[src/rtl/srio_axi_wr_arb_pkg.sv]
// Shared encodings for the SRIO-PCIe bridge write-channel arbiter.
package srio_axi_wr_arb_pkg;

  typedef enum logic [1:0] {
    S_IDLE = 2'b00,
    S_ADDR = 2'b01,
    S_DATA = 2'b10
  } arb_state_e;

  localparam logic [1:0] GRANT_NONE = 2'b00;
  localparam logic [1:0] GRANT_P0   = 2'b01;
  localparam logic [1:0] GRANT_P1   = 2'b10;

endpackage

[src/rtl/srio_axi_wr_arb_if.sv]
// AXI4 write address/data channel bundle (no B channel) used on both sides of the arbiter.
interface srio_axi_wr_arb_if #(
  parameter int C_ADDR_WIDTH = 32,
  parameter int C_DATA_WIDTH = 64
);
  logic [C_ADDR_WIDTH-1:0] awaddr;
  logic [7:0]              awlen;
  logic                    awvalid;
  logic                    awready;
  logic [C_DATA_WIDTH-1:0] wdata;
  logic                    wlast;
  logic                    wvalid;
  logic                    wready;

  modport master (output awaddr, awlen, awvalid, wdata, wlast, wvalid,
                  input  awready, wready);
  modport slave  (input  awaddr, awlen, awvalid, wdata, wlast, wvalid,
                  output awready, wready);
endinterface

[src/rtl/srio_axi_wr_arb_rr_arb2.sv]
// Two-request picker: a lone request wins; ties go to port 0 when fixed, else to the port not served last.
module rr_arb2
  import srio_axi_wr_arb_pkg::*;
(
  input  logic [1:0] req_i,
  input  logic       last_grant_i,
  input  logic       prio_fixed_i,
  output logic [1:0] gnt_o
);
  always_comb begin
    gnt_o = GRANT_NONE;
    case (req_i)
      2'b01:   gnt_o = GRANT_P0;
      2'b10:   gnt_o = GRANT_P1;
      2'b11:   gnt_o = (prio_fixed_i || last_grant_i) ? GRANT_P0 : GRANT_P1;
      default: gnt_o = GRANT_NONE;
    endcase
  end
endmodule

[src/rtl/srio_axi_wr_arb.sv]
// Two-port AW/W arbiter for the bridge's single AXI write master; owns wlast generation.
module srio_axi_wr_arb
  import srio_axi_wr_arb_pkg::*;
#(
  parameter int C_ADDR_WIDTH = 32,
  parameter int C_DATA_WIDTH = 64,
  parameter int C_PRIO_FIXED = 0
) (
  input  logic                     aclk,
  input  logic                     aresetn,
  srio_axi_wr_arb_if.slave         s0,
  srio_axi_wr_arb_if.slave         s1,
  srio_axi_wr_arb_if.master        m_axi,
  output logic                     arb_busy,
  output logic [1:0]               arb_grant,
  output logic                     err_wlast
);
  arb_state_e              state_q, state_d;
  logic [1:0]              grant_q;
  logic                    last_grant_q;
  logic [7:0]              beat_cnt_q;
  logic                    err_q;
  logic [1:0]              pick;
  logic                    sel1;
  logic [C_ADDR_WIDTH-1:0] g_awaddr;
  logic [7:0]              g_awlen;
  logic                    g_awvalid;
  logic [C_DATA_WIDTH-1:0] g_wdata;
  logic                    g_wlast;
  logic                    g_wvalid;
  logic                    aw_hs;
  logic                    w_hs;
  logic                    beat_last;

  rr_arb2 u_pick (
    .req_i        ({s1.awvalid, s0.awvalid}),
    .last_grant_i (last_grant_q),
    .prio_fixed_i (C_PRIO_FIXED != 0),
    .gnt_o        (pick)
  );

  assign sel1      = grant_q[1];
  assign g_awaddr  = sel1 ? s1.awaddr  : s0.awaddr;
  assign g_awlen   = sel1 ? s1.awlen   : s0.awlen;
  assign g_awvalid = sel1 ? s1.awvalid : s0.awvalid;
  assign g_wdata   = sel1 ? s1.wdata   : s0.wdata;
  assign g_wlast   = sel1 ? s1.wlast   : s0.wlast;
  assign g_wvalid  = sel1 ? s1.wvalid  : s0.wvalid;

  assign beat_last = (beat_cnt_q == 8'd0);
  assign aw_hs     = (state_q == S_ADDR) && g_awvalid && m_axi.awready;
  assign w_hs      = (state_q == S_DATA) && g_wvalid && m_axi.wready;

  always_ff @(posedge aclk) begin
    if (!aresetn) state_q <= S_IDLE;
    else          state_q <= state_d;
  end

  always_comb begin
    state_d = state_q;
    case (state_q)
      S_IDLE:  if (s0.awvalid || s1.awvalid) state_d = S_ADDR;
      S_ADDR:  if (aw_hs) state_d = S_DATA;
      S_DATA:  if (w_hs && beat_last) state_d = S_IDLE;
      default: state_d = S_IDLE;
    endcase
  end

  // Everything outside the granted phase is forced to zero, data lanes included.
  always_comb begin
    m_axi.awaddr  = '0;
    m_axi.awlen   = '0;
    m_axi.awvalid = 1'b0;
    m_axi.wdata   = '0;
    m_axi.wlast   = 1'b0;
    m_axi.wvalid  = 1'b0;
    s0.awready    = 1'b0;
    s1.awready    = 1'b0;
    s0.wready     = 1'b0;
    s1.wready     = 1'b0;
    case (state_q)
      S_ADDR: begin
        m_axi.awaddr  = g_awaddr;
        m_axi.awlen   = g_awlen;
        m_axi.awvalid = g_awvalid;
        s0.awready    = m_axi.awready && grant_q[0];
        s1.awready    = m_axi.awready && grant_q[1];
      end
      S_DATA: begin
        m_axi.wdata   = g_wdata;
        m_axi.wlast   = beat_last;
        m_axi.wvalid  = g_wvalid;
        s0.wready     = m_axi.wready && grant_q[0];
        s1.wready     = m_axi.wready && grant_q[1];
      end
      default: ;
    endcase
  end

  always_ff @(posedge aclk) begin
    if (!aresetn) begin
      grant_q      <= GRANT_NONE;
      last_grant_q <= 1'b1;
      beat_cnt_q   <= 8'd0;
      err_q        <= 1'b0;
    end else begin
      err_q <= w_hs && (g_wlast != beat_last);
      if (state_q == S_IDLE && (s0.awvalid || s1.awvalid)) grant_q <= pick;
      if (aw_hs) beat_cnt_q <= g_awlen;
      if (w_hs) begin
        if (beat_last) begin
          grant_q      <= GRANT_NONE;
          last_grant_q <= grant_q[1];
        end else begin
          beat_cnt_q <= beat_cnt_q - 8'd1;
        end
      end
    end
  end

  assign arb_busy  = (state_q != S_IDLE);
  assign arb_grant = grant_q;
  assign err_wlast = err_q;

endmodule

[src/flat_wrapper.sv]
// flat-port wrapper written by rule: the top's interface ports become plain ports
module srio_axi_wr_arb_flat import srio_axi_wr_arb_pkg::*;
#(
  parameter int C_ADDR_WIDTH = 32,
  parameter int C_DATA_WIDTH = 64,
  parameter int C_PRIO_FIXED = 0
)
  (aclk, aresetn, arb_busy, arb_grant, err_wlast, s0_awaddr, s0_awlen, s0_awvalid, s0_wdata, s0_wlast, s0_wvalid, s0_awready, s0_wready, s1_awaddr, s1_awlen, s1_awvalid, s1_wdata, s1_wlast, s1_wvalid, s1_awready, s1_wready, m_axi_awaddr, m_axi_awlen, m_axi_awvalid, m_axi_wdata, m_axi_wlast, m_axi_wvalid, m_axi_awready, m_axi_wready);
  srio_axi_wr_arb_if #(.C_ADDR_WIDTH(C_ADDR_WIDTH), .C_DATA_WIDTH(C_DATA_WIDTH)) s0_i ();
  srio_axi_wr_arb_if #(.C_ADDR_WIDTH(C_ADDR_WIDTH), .C_DATA_WIDTH(C_DATA_WIDTH)) s1_i ();
  srio_axi_wr_arb_if #(.C_ADDR_WIDTH(C_ADDR_WIDTH), .C_DATA_WIDTH(C_DATA_WIDTH)) m_axi_i ();
  input  logic aclk;
  input  logic aresetn;
  output logic arb_busy;
  output logic [1:0] arb_grant;
  output logic err_wlast;
  input wire logic [$bits(s0_i.awaddr)-1:0] s0_awaddr;
  input wire logic [$bits(s0_i.awlen)-1:0] s0_awlen;
  input wire logic [$bits(s0_i.awvalid)-1:0] s0_awvalid;
  input wire logic [$bits(s0_i.wdata)-1:0] s0_wdata;
  input wire logic [$bits(s0_i.wlast)-1:0] s0_wlast;
  input wire logic [$bits(s0_i.wvalid)-1:0] s0_wvalid;
  output wire logic [$bits(s0_i.awready)-1:0] s0_awready;
  output wire logic [$bits(s0_i.wready)-1:0] s0_wready;
  input wire logic [$bits(s1_i.awaddr)-1:0] s1_awaddr;
  input wire logic [$bits(s1_i.awlen)-1:0] s1_awlen;
  input wire logic [$bits(s1_i.awvalid)-1:0] s1_awvalid;
  input wire logic [$bits(s1_i.wdata)-1:0] s1_wdata;
  input wire logic [$bits(s1_i.wlast)-1:0] s1_wlast;
  input wire logic [$bits(s1_i.wvalid)-1:0] s1_wvalid;
  output wire logic [$bits(s1_i.awready)-1:0] s1_awready;
  output wire logic [$bits(s1_i.wready)-1:0] s1_wready;
  output wire logic [$bits(m_axi_i.awaddr)-1:0] m_axi_awaddr;
  output wire logic [$bits(m_axi_i.awlen)-1:0] m_axi_awlen;
  output wire logic [$bits(m_axi_i.awvalid)-1:0] m_axi_awvalid;
  output wire logic [$bits(m_axi_i.wdata)-1:0] m_axi_wdata;
  output wire logic [$bits(m_axi_i.wlast)-1:0] m_axi_wlast;
  output wire logic [$bits(m_axi_i.wvalid)-1:0] m_axi_wvalid;
  input wire logic [$bits(m_axi_i.awready)-1:0] m_axi_awready;
  input wire logic [$bits(m_axi_i.wready)-1:0] m_axi_wready;
  assign s0_i.awaddr = s0_awaddr;
  assign s0_i.awlen = s0_awlen;
  assign s0_i.awvalid = s0_awvalid;
  assign s0_i.wdata = s0_wdata;
  assign s0_i.wlast = s0_wlast;
  assign s0_i.wvalid = s0_wvalid;
  assign s0_awready = s0_i.awready;
  assign s0_wready = s0_i.wready;
  assign s1_i.awaddr = s1_awaddr;
  assign s1_i.awlen = s1_awlen;
  assign s1_i.awvalid = s1_awvalid;
  assign s1_i.wdata = s1_wdata;
  assign s1_i.wlast = s1_wlast;
  assign s1_i.wvalid = s1_wvalid;
  assign s1_awready = s1_i.awready;
  assign s1_wready = s1_i.wready;
  assign m_axi_awaddr = m_axi_i.awaddr;
  assign m_axi_awlen = m_axi_i.awlen;
  assign m_axi_awvalid = m_axi_i.awvalid;
  assign m_axi_wdata = m_axi_i.wdata;
  assign m_axi_wlast = m_axi_i.wlast;
  assign m_axi_wvalid = m_axi_i.wvalid;
  assign m_axi_i.awready = m_axi_awready;
  assign m_axi_i.wready = m_axi_wready;
  srio_axi_wr_arb #(.C_ADDR_WIDTH(C_ADDR_WIDTH), .C_DATA_WIDTH(C_DATA_WIDTH), .C_PRIO_FIXED(C_PRIO_FIXED)) u_core (.aclk(aclk), .aresetn(aresetn), .s0(s0_i), .s1(s1_i), .m_axi(m_axi_i), .arb_busy(arb_busy), .arb_grant(arb_grant), .err_wlast(err_wlast));
endmodule
[config.mk]
export PLATFORM = sky130hd
export DESIGN_NAME = srio_axi_wr_arb_flat
export DESIGN_NICKNAME = d
export VERILOG_FILES = /design/src/rtl/srio_axi_wr_arb_pkg.sv /design/src/rtl/srio_axi_wr_arb_if.sv /design/src/rtl/srio_axi_wr_arb_rr_arb2.sv /design/src/rtl/srio_axi_wr_arb.sv /design/src/flat_wrapper.sv
export SDC_FILE = /design/constraint.sdc
export NUM_CORES = 1
export LEC_CHECK = 0
export ABC_AREA = 1
export BUFFER_PORTS_ARGS = -buffer_cell sky130_fd_sc_hd__clkbuf_2
export CAP_MARGIN = 40
export CELL_PAD_IN_SITES_DETAIL_PLACEMENT = 2
export CELL_PAD_IN_SITES_GLOBAL_PLACEMENT = 2
export CORE_MARGIN = 2
export CORE_UTILIZATION = 11
export CTS_CLUSTER_SIZE = 40
export DETAILED_ROUTE_END_ITERATION = 7
export PLACE_DENSITY_LB_ADDON = 0.1
export SYNTH_ARGS = -nofsm -noshare
export SYNTH_HDL_FRONTEND = slang
export SYNTH_SLANG_ARGS = --single-unit
[constraint.sdc]
create_clock -name aclk -period 1.65 [get_ports aclk]
set_input_delay 0.0825 -clock aclk [delete_from_list [all_inputs] [get_ports aclk]]
set_output_delay 0.0825 -clock aclk [all_outputs]
set_load 0.005 [all_outputs]
==> impl_metrics.yaml <==
status:
  status: "completed"
power:
  internal_power_mw: 1.24
  peakVddDrop_mv: 0.360
  seqPwrFrac: 0.184
  p_sw_uw: 824
  power_frac_clock: 0.257
  switching_share: 0.399
  power_mw: 2.06
  comb_power_share: 0.559
  power_density_nw_per_um2: 441
  leakage_nw: 2.67
hold_path:
  worstHoldStart: "m_axi_wready"
  hold_class: "input port to flip-flop"
  min_delay_worst_endpoint: "u_core.err_wlast$_SDFF_PN0_"
  hold_depth: 3
sta:
  rsz0062_at_grt: "true"
  fin_crit_sh: 0.976
  slew_headroom: 0.665
  final_max_slew_viol_count: 0
  finalCriticalPeriod_ns: 1.61
  tightest_slew_ns: 0.497
  finalClockSkew_ns: 0.00404
  max_freq_ghz: 0.621
  final-setup-viol-count: 0
  hold_viol_final: 0
place:
  dpl_cell_area_um2: 4450
  dp_hpwl_mm: 15.5
  place_congestion: 0.834
  placedCellCount: 1087
  io_buffers: 332
synthesis:
  yosysTopAreaCell: "nand2_1"
  synth_area_per_cell_um2: 4.90
  syn_area_um2: 2440
  synth_top_area_share: 0.362
  ys_ff_latch: 14
  synth_area_leaders: "nand2_1 36%, a21oi_1 21%, dfxtp_1 12%"
  ys_seq_area_frac: 0.115
  syn_nets: 717
  synth_cell_type_count: 22
  synth_cells: 497
  ys_warn_count: 0
die:
  die_y_um: 153
  fp-row-count: 54
  die_w_um: 153
  initial_core_util: 0.112
  ios: 333
  die_area_um2: 23400
  core_um2: 21800
global_routing:
  grt_start_max_net_pins: 78
  grt_pass1_wl_mm: 29.3
  track_usage: 0.157
  globalRouteOverflowTotal: 0
  antenna_found_initial: 0
  grt_pass1_vias: 4989
worst_setup_path:
  crit_arrival_ns: 1.53
  rrSetupSlack_ns: 0.18
  path_max_fanout: 20
  cp-start-kind: "flip-flop"
  crit_type: "flip-flop to primary output"
  r2r_cells: 5
  r2r_end: "u_core.beat_cnt_q[7]$_SDFF_PN0_"
  r2r-start: "u_core.arb_grant[1]$_SDFF_PN0_"
  crit_path_end_kind: "primary output"
  cp.required_ns: 1.57
final_layout:
  drive_above_1_share: 0.482
  final_cell_area_um2: 4680
  diodes: 0
  layout.nets: 1035
  final_cells: 1094
  area_growth_pct: 92.1
job:
  cap_violations: 0
drt:
  drt_iter0_drc: 127
  drt-total-wl_mm: 19.0
  met1_length_mm: 7.69
  vias: 4504
  wl_per_cell_um: 17.4
  dr_wl_met2_mm: 10.1
  top_layer: "met4"
  via_per_inst: 4.12
  wl_met3_mm: 1.07
  ant_nets: 0
  drc: 0
  drtPass1Iterations: 4
clock_tree:
  clk_latency_ns: 0.25
  cts.root.buffer_cell: "clkbuf_16"
  htree_levels: 1
  clk_pin_slew_worst_paths_ns: 0.05
  cts_buffers: 3
  cts_hold_buf: 0
  ctsLongestPathBuffers: 2
  cts_tree: "built"
  cts.sinks: 14
[final cells by class]
type / count / area, um2
clock buffer: 4 / 88.8
timing repair buffer: 350 / 1920
inverter: 20 / 85.1
sequential: 14 / 287
multi-input combinational: 426 / 1950
fill: 2802 / 17100
tap: 280 / 350
[metrics by stage]
stage	hold WS [ns]	utilization	TNS [ns]	setup slack, ns
final	0.191	0.215	0	0.0391
after global routing	0.199	0.215	-1.75	-0.0763
after CTS	0.186	0.212	0	0.00406
after detailed placement	0.455	0.205	0	0.125
after global placement	0.444	0.205	0	0.126
after floorplan	0.258	-	0	0.346
[power by group through the flow]
stage	clock network [mW]	registers [mW]	logic, mW
4_1_cts	0.550	0.378	1.18
3_5_place_dp	0	0.385	1.14
3_3_place_gp	0	0.384	1.11
6_report	0.530	0.379	1.15
2_1_floorplan	0	0.379	0.515
5_1_grt	0.570	0.383	1.30
[cells in the mapped netlist]
library cell and n:
o21ai_1 6, buf_2 17, nand3_1 11, buf_4 1, o21ai_0 12, inv_1 16, o211ai_1 1, buf_6 2
nor3_1 6, dfxtp_1 14, a21oi_1 102, nand2_1 235, nor2_1 29, nand3_4 2, xor2_1 1, nand2_4 2
nor2_4 4, clkbuf_1 17, nand4_1 3, inv_2 4, or2_2 10, ha_1 2
[state kept, by name, indices dropped and copies added, names as in the netlist]
register             cells
u_core.last_grant_q      1
u_core.beat_cnt_q        8
u_core.err_wlast         1
u_core.state_q           2
u_core.arb_grant         2
[metal layers]
metal	GRT usage	vias up
met4	0.0185	0
met1	0.184	2083
met3	0.0295	8
met2	0.303	193
met5	0	-
li1	-	2220
[how the worst max path moves through the flow]
| stage | startpoint | end | slack [ns] | cells after the start |
|---|---|---|---|---|
| 4_1_cts | u_core.arb_grant[1]$_SDFF_PN0_ | m_axi_awaddr[1] | 0.004 | 4 |
| 5_1_grt | u_core.arb_grant[1]$_SDFF_PN0_ | m_axi_wdata[53] | -0.08 | 5 |
| 3_5_place_dp | u_core.arb_grant[1]$_SDFF_PN0_ | u_core.beat_cnt_q[0]$_SDFF_PN0_ | 0.12 | 6 |
| 2_1_floorplan | u_core.beat_cnt_q[0]$_SDFF_PN0_ | u_core.beat_cnt_q[0]$_SDFF_PN0_ | 0.35 | 9 |
| 6_report | u_core.arb_grant[1]$_SDFF_PN0_ | m_axi_awaddr[29] | 0.04 | 5 |
| 3_3_place_gp | u_core.state_q[0]$_SDFFE_PN0P_ | m_axi_awaddr[1] | 0.13 | 6 |
[layout by cell type, fill, tap and decap left out]
cell,count
dfxtp_2,2
clkbuf_8,1
inv_4,2
a21oi_1,92
a21oi_2,10
nand3_1,11
buf_16,2
nand3_4,2
xor2_1,1
dfxtp_1,11
nand2_4,2
nand4_1,3
ha_1,2
nor2_4,4
nand2_2,1
o21ai_1,12
o211ai_1,1
nor2_1,29
inv_1,15
or2_2,10
buf_12,4
nor3_2,1
nand2_1,234
buf_8,1
nor3_1,5
bufbuf_16,1
buf_4,9
clkinv_4,1
inv_2,2
clkbuf_2,332
dfxtp_4,1
buf_6,1
clkbuf_16,3
o21ai_0,6
[timing repair]
item / 4_1_cts / 5_1_grt
setup endpoints to repair: 63 / 67
cloned: 1 / 0
gates resized for setup: 10 / 18
setup buffers: 1 / 1
pin swaps: 1 / 4
[critical path, cell delays in order, from the launching register on]
cell and delay [ns]:
dfxtp_4 0.43, buf_4 0.21, buf_6 0.20, nand2_1 0.07
a21oi_1 0.21, clkbuf_2 0.15
[kinds of logic (layout without fill, tap and decap cells)]
| group | Yosys count | after routing | share of synthesized area |
|---|---|---|---|
| and+or+nand+nor | 302 | 302 | 0.517 |
| AOI/OAI and AO/OA | 121 | 121 | 0.250 |
| xor gates and xnor gates | 1 | 1 | 0.00360 |
| DFF | 14 | 14 | 0.115 |
| buffers and inverters | 57 | 374 | 0.104 |
| adders and majority gates | 2 | 2 | 0.0103 |
No activity file was read; power rests on OpenSTA's default activity.
